<file path="src/rtl/fetch_unit_pkg.sv">
// Core-wide fetch definitions: reset/bubble defaults and the IF/ID register layout shared with decode.
package fetch_unit_pkg;

    localparam int          XLEN          = 32;
    localparam logic [31:0] DEF_RESET_PC  = 32'h0000_0000;
    localparam logic [31:0] DEF_NOP_INSTR = 32'h0000_0013;  // addi x0,x0,0

    typedef struct packed {
        logic [XLEN-1:0] instr;
        logic [XLEN-1:0] pc;
        logic [XLEN-1:0] pc_plus4;
        logic            valid;
    } ifid_t;

    function automatic logic [XLEN-1:0] align_word(input logic [XLEN-1:0] addr);
        return {addr[XLEN-1:2], 2'b00};
    endfunction

endpackage

</file>
<file path="src/rtl/fetch_perf_cnt.sv">
// Fetch performance counters: delivered instructions and stall/flush bubbles, both free-running and wrapping.
module fetch_perf_cnt #(
    parameter int DATA_WIDTH = 32
) (
    input  logic                  clk,
    input  logic                  rst,
    input  logic                  capture_i,
    output logic [DATA_WIDTH-1:0] fetch_cnt_o,
    output logic [DATA_WIDTH-1:0] bubble_cnt_o
);

    logic [DATA_WIDTH-1:0] fetch_cnt_q, fetch_cnt_d;
    logic [DATA_WIDTH-1:0] bubble_cnt_q, bubble_cnt_d;

    // Every non-reset edge is either a capture or a bubble (flush or stall).
    always_comb begin
        fetch_cnt_d  = fetch_cnt_q;
        bubble_cnt_d = bubble_cnt_q;
        if (capture_i) fetch_cnt_d  = fetch_cnt_q + DATA_WIDTH'(1);
        else           bubble_cnt_d = bubble_cnt_q + DATA_WIDTH'(1);
    end

    always_ff @(posedge clk or posedge rst) begin
        if (rst) begin
            fetch_cnt_q  <= '0;
            bubble_cnt_q <= '0;
        end else begin
            fetch_cnt_q  <= fetch_cnt_d;
            bubble_cnt_q <= bubble_cnt_d;
        end
    end

    assign fetch_cnt_o  = fetch_cnt_q;
    assign bubble_cnt_o = bubble_cnt_q;

endmodule

</file>
<file path="src/rtl/fetch_unit.sv">
// RV32I instruction-fetch stage: PC register, next-PC select and IF/ID register.
// Optional counters enabled by defining FETCH_PERF_CNT_EN; otherwise counter ports read 0.
module fetch_unit
    import fetch_unit_pkg::*;
#(
    parameter int                    DATA_WIDTH = 32,
    parameter logic [DATA_WIDTH-1:0] RESET_PC   = DEF_RESET_PC,
    parameter logic [DATA_WIDTH-1:0] NOP_INSTR  = DEF_NOP_INSTR
) (
    input  logic                  clk,
    input  logic                  rst,
    input  logic                  stall_f,
    input  logic                  flush_d,
    input  logic                  redirect_en,
    input  logic [DATA_WIDTH-1:0] redirect_target,
    output logic [DATA_WIDTH-1:0] pc_f,
    input  logic [DATA_WIDTH-1:0] instr_f,
    output logic [DATA_WIDTH-1:0] instr_d,
    output logic [DATA_WIDTH-1:0] pc_d,
    output logic [DATA_WIDTH-1:0] pc_plus4_d,
    output logic                  valid_d,
    output logic [DATA_WIDTH-1:0] fetch_cnt,
    output logic [DATA_WIDTH-1:0] bubble_cnt
);

    localparam ifid_t IFID_BUBBLE = '{instr: NOP_INSTR, pc: '0, pc_plus4: '0, valid: 1'b0};

    logic [DATA_WIDTH-1:0] pc_f_q, pc_f_d;
    logic [DATA_WIDTH-1:0] pc_plus4;
    ifid_t                 ifid_q, ifid_d;

    assign pc_plus4 = pc_f_q + DATA_WIDTH'(4);

    always_comb begin
        pc_f_d = pc_plus4;
        if (redirect_en)  pc_f_d = align_word(redirect_target);
        else if (stall_f) pc_f_d = pc_f_q;
    end

    // A redirect discards the wrong-path word even when decode is stalled.
    always_comb begin
        ifid_d = ifid_q;
        if (redirect_en || flush_d) ifid_d = IFID_BUBBLE;
        else if (!stall_f)          ifid_d = '{instr: instr_f, pc: pc_f_q, pc_plus4: pc_plus4, valid: 1'b1};
    end

    always_ff @(posedge clk or posedge rst) begin
        if (rst) begin
            pc_f_q <= RESET_PC;
            ifid_q <= IFID_BUBBLE;
        end else begin
            pc_f_q <= pc_f_d;
            ifid_q <= ifid_d;
        end
    end

    assign pc_f       = pc_f_q;
    assign instr_d    = ifid_q.instr;
    assign pc_d       = ifid_q.pc;
    assign pc_plus4_d = ifid_q.pc_plus4;
    assign valid_d    = ifid_q.valid;

`ifdef FETCH_PERF_CNT_EN
    logic capture;
    assign capture = !(redirect_en || flush_d || stall_f);

    fetch_perf_cnt #(.DATA_WIDTH(DATA_WIDTH)) u_perf_cnt (
        .clk          (clk),
        .rst          (rst),
        .capture_i    (capture),
        .fetch_cnt_o  (fetch_cnt),
        .bubble_cnt_o (bubble_cnt)
    );
`else
    assign fetch_cnt  = '0;
    assign bubble_cnt = '0;
`endif

endmodule

</file>
<file path="config.mk">
export PLATFORM = sky130hd
export DESIGN_NAME = fetch_unit
export DESIGN_NICKNAME = d
export VERILOG_FILES = /design/src/rtl/fetch_unit_pkg.sv /design/src/rtl/fetch_perf_cnt.sv /design/src/rtl/fetch_unit.sv
export SDC_FILE = /design/constraint.sdc
export NUM_CORES = 1
export LEC_CHECK = 0
export ABC_AREA = 0
export BUFFER_PORTS_ARGS = -buffer_cell sky130_fd_sc_hd__buf_4
export CORE_UTILIZATION = 50
export CTS_CLUSTER_DIAMETER = 30
export DETAILED_ROUTE_END_ITERATION = 7
export PLACE_DENSITY = 0.83
export SYNTH_ARGS = -nofsm -noshare
export SYNTH_HDL_FRONTEND = slang
export SYNTH_SLANG_ARGS = --single-unit
</file>
<file path="constraint.sdc">
create_clock -name clk -period 7.95 [get_ports clk]
set_input_delay 1.59 -clock clk [delete_from_list [all_inputs] [get_ports clk]]
set_output_delay 1.59 -clock clk [all_outputs]
set_load 0.05 [all_outputs]
</file>
## After elaboration in Yosys (flattened, before gate mapping)

Cells that the tools add are included.

| word-level totals | value |
|---|---|
| flip-flop bits (word level) | 129 |
| logic and storage cells | 13 |
| output and inout bits | 193 |
| input port bits | 69 |

| operators by class | value |
|---|---|
| reductions and logical operators | 1 |
| muxes and demuxes | 4 |
| equality and inequality tests | 2 |
| $add $sub $neg | 1 |

Operators with widths:

| cell | number |
|---|---|
| 2-to-1 mux 97 bit | 2 |
| 2-to-1 mux 32 bit | 2 |
| adder 32 x 3 -> 32 bit (second input constant) | 1 |
| != test 2 x 1 -> 1 bit (second input constant) | 2 |
| logical OR 1 bit | 1 |

## Longest topological paths before layout

Gate-level depths: netlist (run 1).

| logic depth | value |
|---|---|
| word-level depth | 3 |
| gate-level depth with buffers | 7 |
| depth with buffers taken out | 6 |

## Worst setup path after synthesis (run 1)

OpenSTA, ideal clock, no wires.

| path | value |
|---|---|
| path kind | input-to-reg |
| from | in stall_f |
| to | reg pc_f_q[31] (netlist: pc_f[31]) |
| stages | 6 |
| buffers on the path | 1 |
| path slack | 5004 ps |
| required time | 7817 ps |
| arrival | 2813 ps |
| library setup time | 133 ps |
| cell sequence | clkbuf_1 nand4b_1 nor4_1 nor3b_1 xnor2_1 o21ai_0 |

| between the ends | value |
|---|---|
| longest elaborated chain between the ends | 1 |

Ends and longest elaborated chain:

| what | RTL line | text |
|---|---|---|
| start: declaration | fetch_unit.sv:12 | `input logic stall_f,` |
| != test 2 x 1 -> 1 bit (no line) | n/a |  |
| end signal: assignment | fetch_unit.sv:52 | `pc_f_q <= pc_f_d;` |
| end: declaration | fetch_unit.sv:28 | `logic [DATA_WIDTH-1:0] pc_f_q, pc_f_d;` |

Every way passes these cells.
A chain may end at the register's enable or synchronous reset.

## Worst setup path in the final report (run 1)

| path | value |
|---|---|
| from | in stall_f |
| to | reg pc_f_q[7] (netlist: pc_f[7]) |

The elaborated chain is that of the path after synthesis.

==> results of run 1 <==
## flip-flops by register name, summed over array words and instances, names as in the netlist
name / flops
valid_d: 1
pc_d: 30
pc_f: 30
instr_d: 32
pc_plus4_d: 30
## final timing paths
check                               startpoint                 endpoint  slack [ps]  cells past startpoint
hold reg to reg            valid_d$_DFFE_PP0P_      valid_d$_DFFE_PP0P_         490                      1
min in group asynchronous                  rst  instr_d[11]$_DFFE_PP0P_        1310                      2
max in group asynchronous                  rst   instr_d[7]$_DFFE_PP0P_        5320                      3
setup / recovery                       stall_f      pc_f[7]$_DFFE_PP0N_        4290                      7
hold / removal             valid_d$_DFFE_PP0P_      valid_d$_DFFE_PP0P_         490                      1
setup reg to reg           pc_f[2]$_DFFE_PP0N_     pc_f[26]$_DFFE_PP0N_        5380                      6
## kinds of logic after synthesis
logic type / count (synthesis) / synth area share [%]
XOR/XNOR: 57 / 7.86
buffers and inverters: 125 / 11.9
other: 1 / 0.0590
multiplexers: 61 / 9.61
adder cells (fa/ha/maj): 1 / 0.197
flip-flops: 123 / 48.5
AND/OR/NAND/NOR: 206 / 15.2
AO/OA/AOI/OAI: 83 / 6.69
## cell type report
class	instances	area (sq um)	share of cell area, %
Sequential cell	123	3080	37.8
Multi-Input combinational cell	478	2780	34.1
Timing Repair Buffer	193	1450	17.8
Clock buffer	24	512	6.27
Tap cell	168	210	2.58
Clock inverter	7	110	1.35
Inverter	4	17.5	0.215
## synthesized netlist by cell type (2+ instances only)
library cell  count  area, sq um
dfrtp_1         120         3000
a21oi_1          29          145
nor2b_1           4         25.0
mux2i_1          61          611
buf_1             7         26.3
nand4_1          11         68.8
or3_1             2         12.5
clkbuf_2          2         10.0
buf_2            11         55.1
xnor2_1          34          298
nor3_1           14         70.1
a211oi_1          3         22.5
buf_4            70          526
nand2_1          57          214
nor2_1           83          312
xor2_1           23          201
inv_1             3         11.3
dfstp_2           3         78.8
nor4_4            2         42.5
clkbuf_1         30          113
or4_1             2         15.0
nand3_1          15         75.1
o21ai_1           3         15.0
or2_2             2         12.5
nor4_1            5         31.3
o21ai_0          47          235
## power groups by stage
| stage | Combinational (mW) | Sequential, mW | Clock (mW) |
|---|---|---|---|
| after floorplan | 0.218 | 0.800 | 0 |
| after CTS | 0.382 | 0.705 | 0.817 |
| after global placement | 0.376 | 0.714 | 0 |
| final | 0.381 | 0.706 | 0.808 |
| after detailed placement | 0.380 | 0.715 | 0 |
| after global routing | 0.403 | 0.711 | 0.842 |
## worst max-delay path, cell delays in order
cell and delay, ps:
buf_4 520, buf_4 670, inv_2 540, nand2_1 230, nor2_1 70, xnor2_1 160
o21ai_0 100
## routing by layer
| metal | share of wire [%] | global-route usage [%] |
|---|---|---|
| met5 | 0 | 0 |
| met2 | 50 | 38.3 |
| met1 | 42 | 32.1 |
| met4 | 2.1 | 9.87 |
| met3 | 6.4 | 5.64 |
## placed cells by master (no fill, tap or decap), types with 2 or more instances in the layout
master     Yosys  final
a211oi_1       3      3
or3_1          2      2
nor3_1        14     14
nor4_4         2      2
xor2_1        23     23
nand3_1       15     15
nor4_1         5      5
nor2_1        83     82
nand2_1       57     57
or2_2          2      2
clkbuf_8       0      6
o21ai_0       47     47
clkbuf_16      0     17
dfstp_2        3      3
o21ai_1        3      3
bufinv_16      0      3
nor2b_1        4      4
nand4_1       11     11
buf_4         70    193
conb_1         1     70
or4_1          2      2
clkinv_2       0      4
dfrtp_1      120    120
a21oi_1       29     29
xnor2_1       34     34
mux2i_1       61     61
inv_1          3      2
## per-stage QoR
step	utilization, %	power (mW)	hold slack (ps)	cells	area (sq um)
6_report	66.8	1.89	494	997	8160
5_1_grt	66.8	1.96	510	997	8160
4_1_cts	66.8	1.90	495	997	8160
3_5_place_dp	61.7	1.10	479	966	7540
3_3_place_gp	61.7	1.09	473	966	7540
2_1_floorplan	-	1.02	652	726	6610
==> results by group, run 1 <==
Power and ir drop
  • Cell internal pwr: 1.30 mW
  • VDD IR max: 0.135 mV
  • Leakage: 4.01 nW
  • NetSw: 591 uW
  • Sequential Power Share: 37.3%
  • Clock power frac: 42.6%
  • Switch share: 31.2%
  • Logic pwr share: 20.1%
  • PwrDens: 232 mW/mm^2

Global route
  • Initial antenna violation count: 0
  • GRT Total Usage: 24.1%
  • First-pass GRT wire length: 24.3 mm
  • Number of global-route vias before repair: 4,630
  • Total congestion overflow: 0
  • Largest net degree at the start of global routing: 66

STA
  • Hold Fails Final Rpt: 0
  • Worst Tran Pin Value: 1050 ps
  • Final setup violating endpoints: 0
  • Min Clock Period, post-route: 3660 ps
  • Final setup TNS: 0 ps
  • Max_slew headroom: 29.6%
  • Fmax: 0.273 GHz
  • Pins Over Slew Limit: 0
  • Final worst slack: 4290 ps
  • Unrepaired setup endpoints after global routing: false
  • Period utilization: 46.1%
  • Layout Skew: 7.42 ps

Synthesis
  • Sequential share of the synthesized area: 48.5%
  • Syn Inst Count: 657
  • EDFF count, synth: 0
  • Yosys reg bits: 123
  • Post-synthesis average cell area: 9.67 sq um
  • Async SR Flop Fraction: 100%
  • Ys Warns: 0
  • Top_reg_cell synth: dfrtp_1
  • Synth cell types: 40
  • Mapped Area: 0.00635 sq mm

CTS
  • Worst skew pair latency: 410 ps
  • # resized after CTS: 0
  • Hold Buf Count CTS: 0
  • Total setup buffers inserted after CTS: 0
  • H-Tree Depth: 4
  • CTS clock-pin slew for the worst setup and hold paths: 50 ps
  • CTS max path bufs: 2
  • Clock Sinks: 123
  • CTS tree: built
  • Total CTS buffers: 17
  • Clock Tree Root: clkbuf_16

Critical path
  • Worst path required time: 8210 ps
  • Peak fanout along the critical path: 55
  • CP endpoint kind: flip-flop
  • CP Launch Type: input pin
  • Crit path DAT: 3930 ps
  • CP Class: in -> reg

Layout
  • Fraction of layout cells with a size suffix above 1: 28.5%
  • Fill cell count: 966
  • Synth-to-layout area growth: 28.4%
  • Diode count: 0
  • Final layout net count: 887

Run
  • Max Cap Viol: 0

Placed design
  • Post-detail-place hpwl: 10.6 mm
  • PortBufs: 189
  • RePlAce Congestion: 0.810
  • DP Worst Slack: 3870 ps

Floorplanning
  • Die span in x: 115 um
  • DIE AREA: 0.0132 sq mm
  • Die span in y: 115 um
  • Initial core utilization: 52.0%
  • Core area: 0.0122 sq mm
  • # IOs: 262
  • Std-Cell Rows: 40

Min path
  • Worst min path class: reg -> reg

Status
  • Status: finished clean

Routing
  • Routed len/inst: 15.8 um
  • Vias: 4,979
  • Pre-antenna DRT Iters: 5
  • Residual DRC count: 0
  • Routed Wire Length: 15.7 mm
  • Initial DRC Count: 400
  • Routed Antenna Nets: 0
  • Drt via density: 4.99
Power figures use the tool's default switching activity.
==> inputs of run 2 (changes only) <==
- CORE_UTILIZATION: 50 -> 49
- PLACE_DENSITY: 0.83 -> 0.81
- clock period: 7.95 -> 3.7 ns (I/O delays scaled with it)
==> run 2 against run 1 <==
Compared with the run above:
- die area grew 2.0%
- critical path depth decreased by 1
- global-route usage shrank 0.44 points
- critical endpoint is now pc_plus4_d[30]$_DFFE_PP0P_
- highest routed layer unchanged
- largest cell class unchanged
- first-iteration DRC count decreased by 20%
==> results by group, run 2 (same netlist as run 1, synthesis figures left out) <==
Power and ir drop
  • Logic pwr share: 20.1% (about the same)
  • Switch share: 31.1% (was 31.2%)
  • NetSw: 1.26 mW (was 591 uW)
  • Sequential Power Share: 37.3% (about the same)
  • Cell internal pwr: 2.80 mW (was 1.30 mW)
  • Clock power frac: 42.6% (about the same)
  • Leakage: 4.02 nW (was 4.01 nW)
  • VDD IR max: 0.324 mV (was 0.135 mV)
  • PwrDens: 496 mW/mm^2 (was 232 mW/mm^2)

Run
  • Max Cap Viol: 0 (unchanged)

Floorplanning
  • Die span in y: 116 um (was 115 um)
  • Core area: 0.0126 sq mm (was 0.0122 sq mm)
  • # IOs: 262 (unchanged)
  • DIE AREA: 0.0134 sq mm (was 0.0132 sq mm)
  • Die span in x: 116 um (was 115 um)
  • Initial core utilization: 50.4% (was 52.0%)
  • Std-Cell Rows: 41 (was 40)

Routing
  • Routed Wire Length: 15.5 mm (was 15.7 mm)
  • Initial DRC Count: 321 (was 400)
  • Routed len/inst: 15.4 um (was 15.8 um)
  • Routed Antenna Nets: 0 (unchanged)
  • Pre-antenna DRT Iters: 5 (unchanged)
  • Drt via density: 4.97 (was 4.99)
  • Residual DRC count: 0 (unchanged)
  • Vias: 4,994 (was 4,979)

Critical path
  • Slowest Stage Delay on Critical Path: 820 ps (was 670 ps)
  • Cell Chain, Critical Path: ha_1 > nand3_1 > nor3_1 > nand3_1 > xor2_1 > a21oi_1 (was buf_4 > buf_4 > inv_2 > nand2_1 > nor2_1 > xnor2_1 > o21ai_0)
  • Crit path top cell by count: nand3_1 (was buf_4)
  • Worst Path Buf+Inv: 0 (was 3)
  • Slowest stage cell, crit path: nor3_1 (was buf_4)
  • Worst path required time: 3950 ps (was 8210 ps)
  • Crit path DAT: 2820 ps (was 3930 ps)
  • CP Class: reg -> reg (was in -> reg)
  • CP endpoint kind: flip-flop (unchanged)
  • CP Launch Type: flip-flop (was input pin)
  • Peak fanout along the critical path: 7 (was 55)
  • Family with the most delay on the worst path: simple AND/OR/NAND/NOR gates (was buffers and inverters)

CTS
  • CTS max path bufs: 2 (unchanged)
  • Worst skew pair latency: 410 ps (about the same)
  • # resized after CTS: 0 (unchanged)
  • Clock Tree Root: clkbuf_16 (unchanged)
  • H-Tree Depth: 4 (unchanged)
  • CTS tree: built (unchanged)
  • Clock Sinks: 123 (unchanged)
  • Hold Buf Count CTS: 0 (unchanged)
  • Total CTS buffers: 17 (unchanged)
  • CTS clock-pin slew for the worst setup and hold paths: 50 ps (about the same)
  • Total setup buffers inserted after CTS: 0 (unchanged)

Status
  • Status: finished clean (unchanged)

STA
  • Fmax: 0.389 GHz
  • Unrepaired setup endpoints after global routing: false (unchanged)
  • Hold Fails Final Rpt: 0 (unchanged)
  • Period utilization: 69.4%
  • Final setup violating endpoints: 0 (unchanged)
  • Pins Over Slew Limit: 0 (unchanged)
  • Layout Skew: 6.11 ps (was 7.42 ps)
  • Worst Tran Pin Value: 985 ps (was 1050 ps)
  • Max_slew headroom: 34.2% (was 29.6%)
  • Final setup TNS: 0 ps (unchanged)
  • Min Clock Period, post-route: 2570 ps

Layout
  • Diode count: 0 (unchanged)
  • Final layout net count: 889 (was 887)
  • Most common cell after layout, fill and taps aside: buf_4 (unchanged)
  • Synth-to-layout area growth: 29.0% (was 28.4%)
  • Fraction of layout cells with a size suffix above 1: 28.2% (was 28.5%)
  • Most frequent cells in the layout: buf_4, dfrtp_1, nor2_1 (unchanged)
  • Final core occ: 64.9% (was 66.8%)
  • Max reg flops: 32 (unchanged)

Placed design
  • PortBufs: 189 (unchanged)
  • RePlAce Congestion: 0.809 (was 0.810)
  • Post-detail-place hpwl: 10.3 mm (was 10.6 mm)

Min path
  • Worst min path class: reg -> reg (unchanged)

Global route
  • GRT Total Usage: 23.7% (was 24.1%)
  • Initial antenna violation count: 0 (unchanged)
  • Number of global-route vias before repair: 4,715 (was 4,630)
  • Largest net degree at the start of global routing: 124 (was 66)
  • First-pass GRT wire length: 24.4 mm (was 24.3 mm)
  • Total congestion overflow: 0 (unchanged)
## run 2: changes by cell type in the layout (fill, tap and decap cells not counted), sizes merged
cell | before | now
buf | 193 | 195
bufinv | 3 | 4
clkinvlp | 0 | 1
inv | 4 | 3
## run 2: path summary, 6_finish.rpt
| check | startpoint | slack [ps] | cells after the start | endpoint |
|---|---|---|---|---|
| max in group asynchronous | rst | 2690 | 3 | pc_f[14]$_DFFE_PP0N_ |
| worst max register to register | pc_f[2]$_DFFE_PP0N_ | 1130 | 6 | pc_plus4_d[30]$_DFFE_PP0P_ |
| worst min register to register | valid_d$_DFFE_PP0P_ | 480 | 1 | valid_d$_DFFE_PP0P_ |
| worst max-delay path | pc_f[2]$_DFFE_PP0N_ | 1130 | 6 | pc_plus4_d[30]$_DFFE_PP0P_ |
| min in group asynchronous | rst | 530 | 3 | instr_d[10]$_DFFE_PP0P_ |
| worst min-delay path | valid_d$_DFFE_PP0P_ | 480 | 1 | valid_d$_DFFE_PP0P_ |
## run 2: power groups by stage
stage / clock network, mW / registers, mW / logic, mW
5_1_grt: 1.81 / 1.53 / 0.871
2_1_floorplan: 0 / 1.72 / 0.468
4_1_cts: 1.76 / 1.51 / 0.822
3_3_place_gp: 0 / 1.53 / 0.811
3_5_place_dp: 0 / 1.54 / 0.819
6_report: 1.73 / 1.52 / 0.818
## run 2: layout make-up
cell class | instances | area [sq um]
fill | 1049 | 4420
sequential | 123 | 3080
multi-input combinational | 478 | 2780
timing repair buffer | 195 | 1490
clock buffer | 24 | 472
tap | 172 | 215
clock inverter | 8 | 140
inverter | 4 | 18.8
## run 2: through the flow
step,cells,hold slack [ps],setup WS [ps],cell area (sq um),power [mW]
after floorplan,726,652,1380,6620,2.19
after global placement,972,475,1180,7580,2.34
after detailed placement,972,469,1150,7580,2.35
after CTS,1004,487,1160,8200,4.10
after global routing,1004,521,891,8200,4.21
final,1004,480,1130,8200,4.06
## run 2: routing by layer
layer	vias to the layer above	GRT usage (%)	share of wire, %
met2	212	37.7	49
met3	31	5.70	6.7
met4	0	9.74	1.8
met5	-	0	0
met1	2379	31.0	42
li1	2372	-	-
==> inputs of run 3 (changes only) <==
- CORE_UTILIZATION: 49 -> 44
- PLACE_DENSITY: 0.81 -> 0.77
- clock period: 3.7 -> 2.2 ns (I/O delays scaled with it)
==> run 3 against run 2 <==
Compared with the run above:
- combinational power grew 82%
- worst hold slack lost 360 ps
- cell count grew 3.8%
- die area grew 11%
- global-route usage shrank 0.99 points
- clock-buffer cell count grew 1
- largest cell class unchanged
==> results by group, run 3 (same netlist as run 1, synthesis figures left out) <==
Routing
  • Routed Antenna Nets: 0 (unchanged)
  • Pre-antenna DRT Iters: 5 (unchanged)
  • Residual DRC count: 0 (unchanged)
  • Routed Wire Length: 16.2 mm (was 15.5 mm)
  • Initial DRC Count: 225 (was 321)
  • Vias: 5,037 (was 4,994)
  • Drt via density: 4.83 (was 4.97)
  • Routed len/inst: 15.5 um (was 15.4 um)

Power and ir drop
  • VDD IR max: 0.530 mV (was 0.324 mV)
  • Leakage: 4.15 nW (was 4.02 nW)
  • PwrDens: 811 mW/mm^2 (was 496 mW/mm^2)
  • Logic pwr share: 21.8% (was 20.1%)
  • Total power: 6.86 mW (was 4.06 mW)
  • Clock power frac: 41.8% (was 42.6%)
  • Switch share: 31.3% (was 31.1%)
  • Sequential Power Share: 36.5% (was 37.3%)
  • Cell internal pwr: 4.71 mW (was 2.80 mW)
  • NetSw: 2.15 mW (was 1.26 mW)

CTS
  • Hold Buf Count CTS: 0 (unchanged)
  • H-Tree Depth: 4 (unchanged)
  • CTS max path bufs: 2 (unchanged)
  • Total CTS buffers: 17 (unchanged)
  • CTS clock-pin slew for the worst setup and hold paths: 60 ps (was 50 ps)
  • CTS tree: built (unchanged)
  • Worst skew pair latency: 420 ps (was 410 ps)
  • Clock Sinks: 123 (unchanged)
  • Total setup buffers inserted after CTS: 0 (unchanged)
  • Clock Tree Root: clkbuf_16 (unchanged)
  • # resized after CTS: 0 (unchanged)

Floorplanning
  • # IOs: 262 (unchanged)
  • Die span in y: 122 um (was 116 um)
  • DIE AREA: 0.0149 sq mm (was 0.0134 sq mm)
  • Std-Cell Rows: 43 (was 41)
  • Die span in x: 122 um (was 116 um)
  • Core area: 0.0140 sq mm (was 0.0126 sq mm)
  • Initial core utilization: 45.4% (was 50.4%)

STA
  • Unrepaired setup endpoints after global routing: false (unchanged)
  • Final worst slack: 230 ps (was 1130 ps)
  • Final setup violating endpoints: 0 (unchanged)
  • Fmax: 0.508 GHz (was 0.389 GHz)
  • Pins Over Slew Limit: 0 (unchanged)
  • Period utilization: 89.6% (was 69.4%)
  • Layout Skew: 7.42 ps (was 6.11 ps)
  • Min Clock Period, post-route: 1970 ps (was 2570 ps)
  • Hold Fails Final Rpt: 0 (unchanged)
  • Max_slew headroom: 63.6% (was 34.2%)
  • Worst Tran Pin Value: 542 ps (was 985 ps)
  • Final setup TNS: 0 ps (unchanged)

Layout
  • Diode count: 0 (unchanged)
  • Final layout net count: 919 (was 889)
  • Most frequent cells in the layout: buf_4, dfrtp_1, nor2_1 (unchanged)
  • Synth-to-layout area growth: 33.1% (was 29.0%)
  • Max reg flops: 32 (unchanged)
  • Fill cell count: 1,217 (was 1,049)
  • Fraction of layout cells with a size suffix above 1: 32.1% (was 28.2%)
  • Most common cell after layout, fill and taps aside: buf_4 (unchanged)

Global route
  • Number of global-route vias before repair: 4,850 (was 4,715)
  • Initial antenna violation count: 0 (unchanged)
  • Largest net degree at the start of global routing: 68 (was 124)
  • GRT Total Usage: 22.7% (was 23.7%)
  • First-pass GRT wire length: 25.6 mm (was 24.4 mm)
  • Total congestion overflow: 0 (unchanged)

Placed design
  • Post-detail-place hpwl: 11.3 mm (was 10.3 mm)
  • RePlAce Congestion: 0.803 (was 0.809)
  • DP Worst Slack: 170 ps (was 1150 ps)
  • PortBufs: 189 (unchanged)

Run
  • Max Cap Viol: 0 (unchanged)

Critical path
  • Peak fanout along the critical path: 10 (was 7)
  • Slowest Stage Delay on Critical Path: 500 ps (was 820 ps)
  • Slowest stage cell, crit path: or4_1 (was nor3_1)
  • Worst Path Buf+Inv: 1 (was 0)
  • Family with the most delay on the worst path: simple AND/OR/NAND/NOR gates (unchanged)
  • CP endpoint kind: flip-flop (unchanged)
  • CP Class: reg -> reg (unchanged)
  • Cell Chain, Critical Path: nand4_2 > or4_1 > buf_4 > nor3_1 > xnor2_1 > a21oi_1 (was ha_1 > nand3_1 > nor3_1 > nand3_1 > xor2_1 > a21oi_1)
  • CP Launch Type: flip-flop (unchanged)
  • Crit path DAT: 2270 ps (was 2820 ps)
  • Worst path required time: 2500 ps (was 3950 ps)

Min path
  • Worst min path class: in -> async (was reg -> reg)

Status
  • Status: finished clean (unchanged)
==> run 3: changes by cell type in the layout (fill, tap and decap cells not counted), sizes merged <==
cell      before  now
buf          195  225
bufinv         4    3
clkbuf        24   25
clkinv         4    3
clkinvlp       1    2
==> run 3: power by group through the flow <==
stage          clock [mW]  combinational, mW  sequential, mW
2_1_floorplan           0              0.787            2.90
3_3_place_gp            0               1.48            2.53
3_5_place_dp            0               1.49            2.54
4_1_cts              2.92               1.50            2.50
5_1_grt              3.02               1.59            2.52
6_report             2.87               1.49            2.50
==> run 3: cell type report <==
cell class / count / area, sq um / area share, %
flip-flops and latches: 123 / 3090 / 36.6
multi-input cells: 478 / 2790 / 32.9
clock inverters: 7 / 113 / 1.33
repair buffers: 225 / 1730 / 20.4
clock buffers: 25 / 495 / 5.86
well taps: 180 / 225 / 2.66
inverters: 4 / 18.8 / 0.222
==> run 3: worst register-to-register path, stage by stage, from the launching register on <==
cell and delay, ps:
dfrtp_2 460, nand4_2 200, or4_1 500, buf_4 200, nor3_1 270, xnor2_1 150, a21oi_1 80
==> run 3: stage by stage <==
step / util [%] / cell area [sq um] / hold WS, ps / instances
floorplan: - / 6630 / 557 / 726
global placement: 56.1 / 7840 / 468 / 1010
detailed placement: 56.1 / 7840 / 470 / 1010
CTS: 60.4 / 8450 / 137 / 1042
global route: 60.5 / 8460 / 151 / 1042
finish: 60.5 / 8460 / 125 / 1042
==> run 3: worst paths after layout <==
path                                 startpoint                    endpoint  slack, ps  cells after the start
max                        pc_f[10]$_DFFE_PP0N_  pc_plus4_d[25]$_DFFE_PP0P_        230                      6
min                                         rst      instr_d[9]$_DFFE_PP0P_        130                      3
max reg2reg                pc_f[10]$_DFFE_PP0N_  pc_plus4_d[25]$_DFFE_PP0P_        230                      6
min reg2reg                 valid_d$_DFFE_PP0P_         valid_d$_DFFE_PP0P_        490                      1
max in group asynchronous                   rst      instr_d[4]$_DFFE_PP1P_       1720                      3
min in group clk             redirect_target[7]         pc_f[7]$_DFFE_PP0N_        220                      3
==> run 3: routing by layer <==
| layer | track usage [%] | vias up | part of all wire [%] |
|---|---|---|---|
| li1 | - | 2425 | - |
| met1 | 28.1 | 2416 | 42 |
| met2 | 37.4 | 180 | 50 |
| met3 | 6.51 | 16 | 6.5 |
| met4 | 8.54 | 0 | 1.3 |
| met5 | 0 | - | 0 |
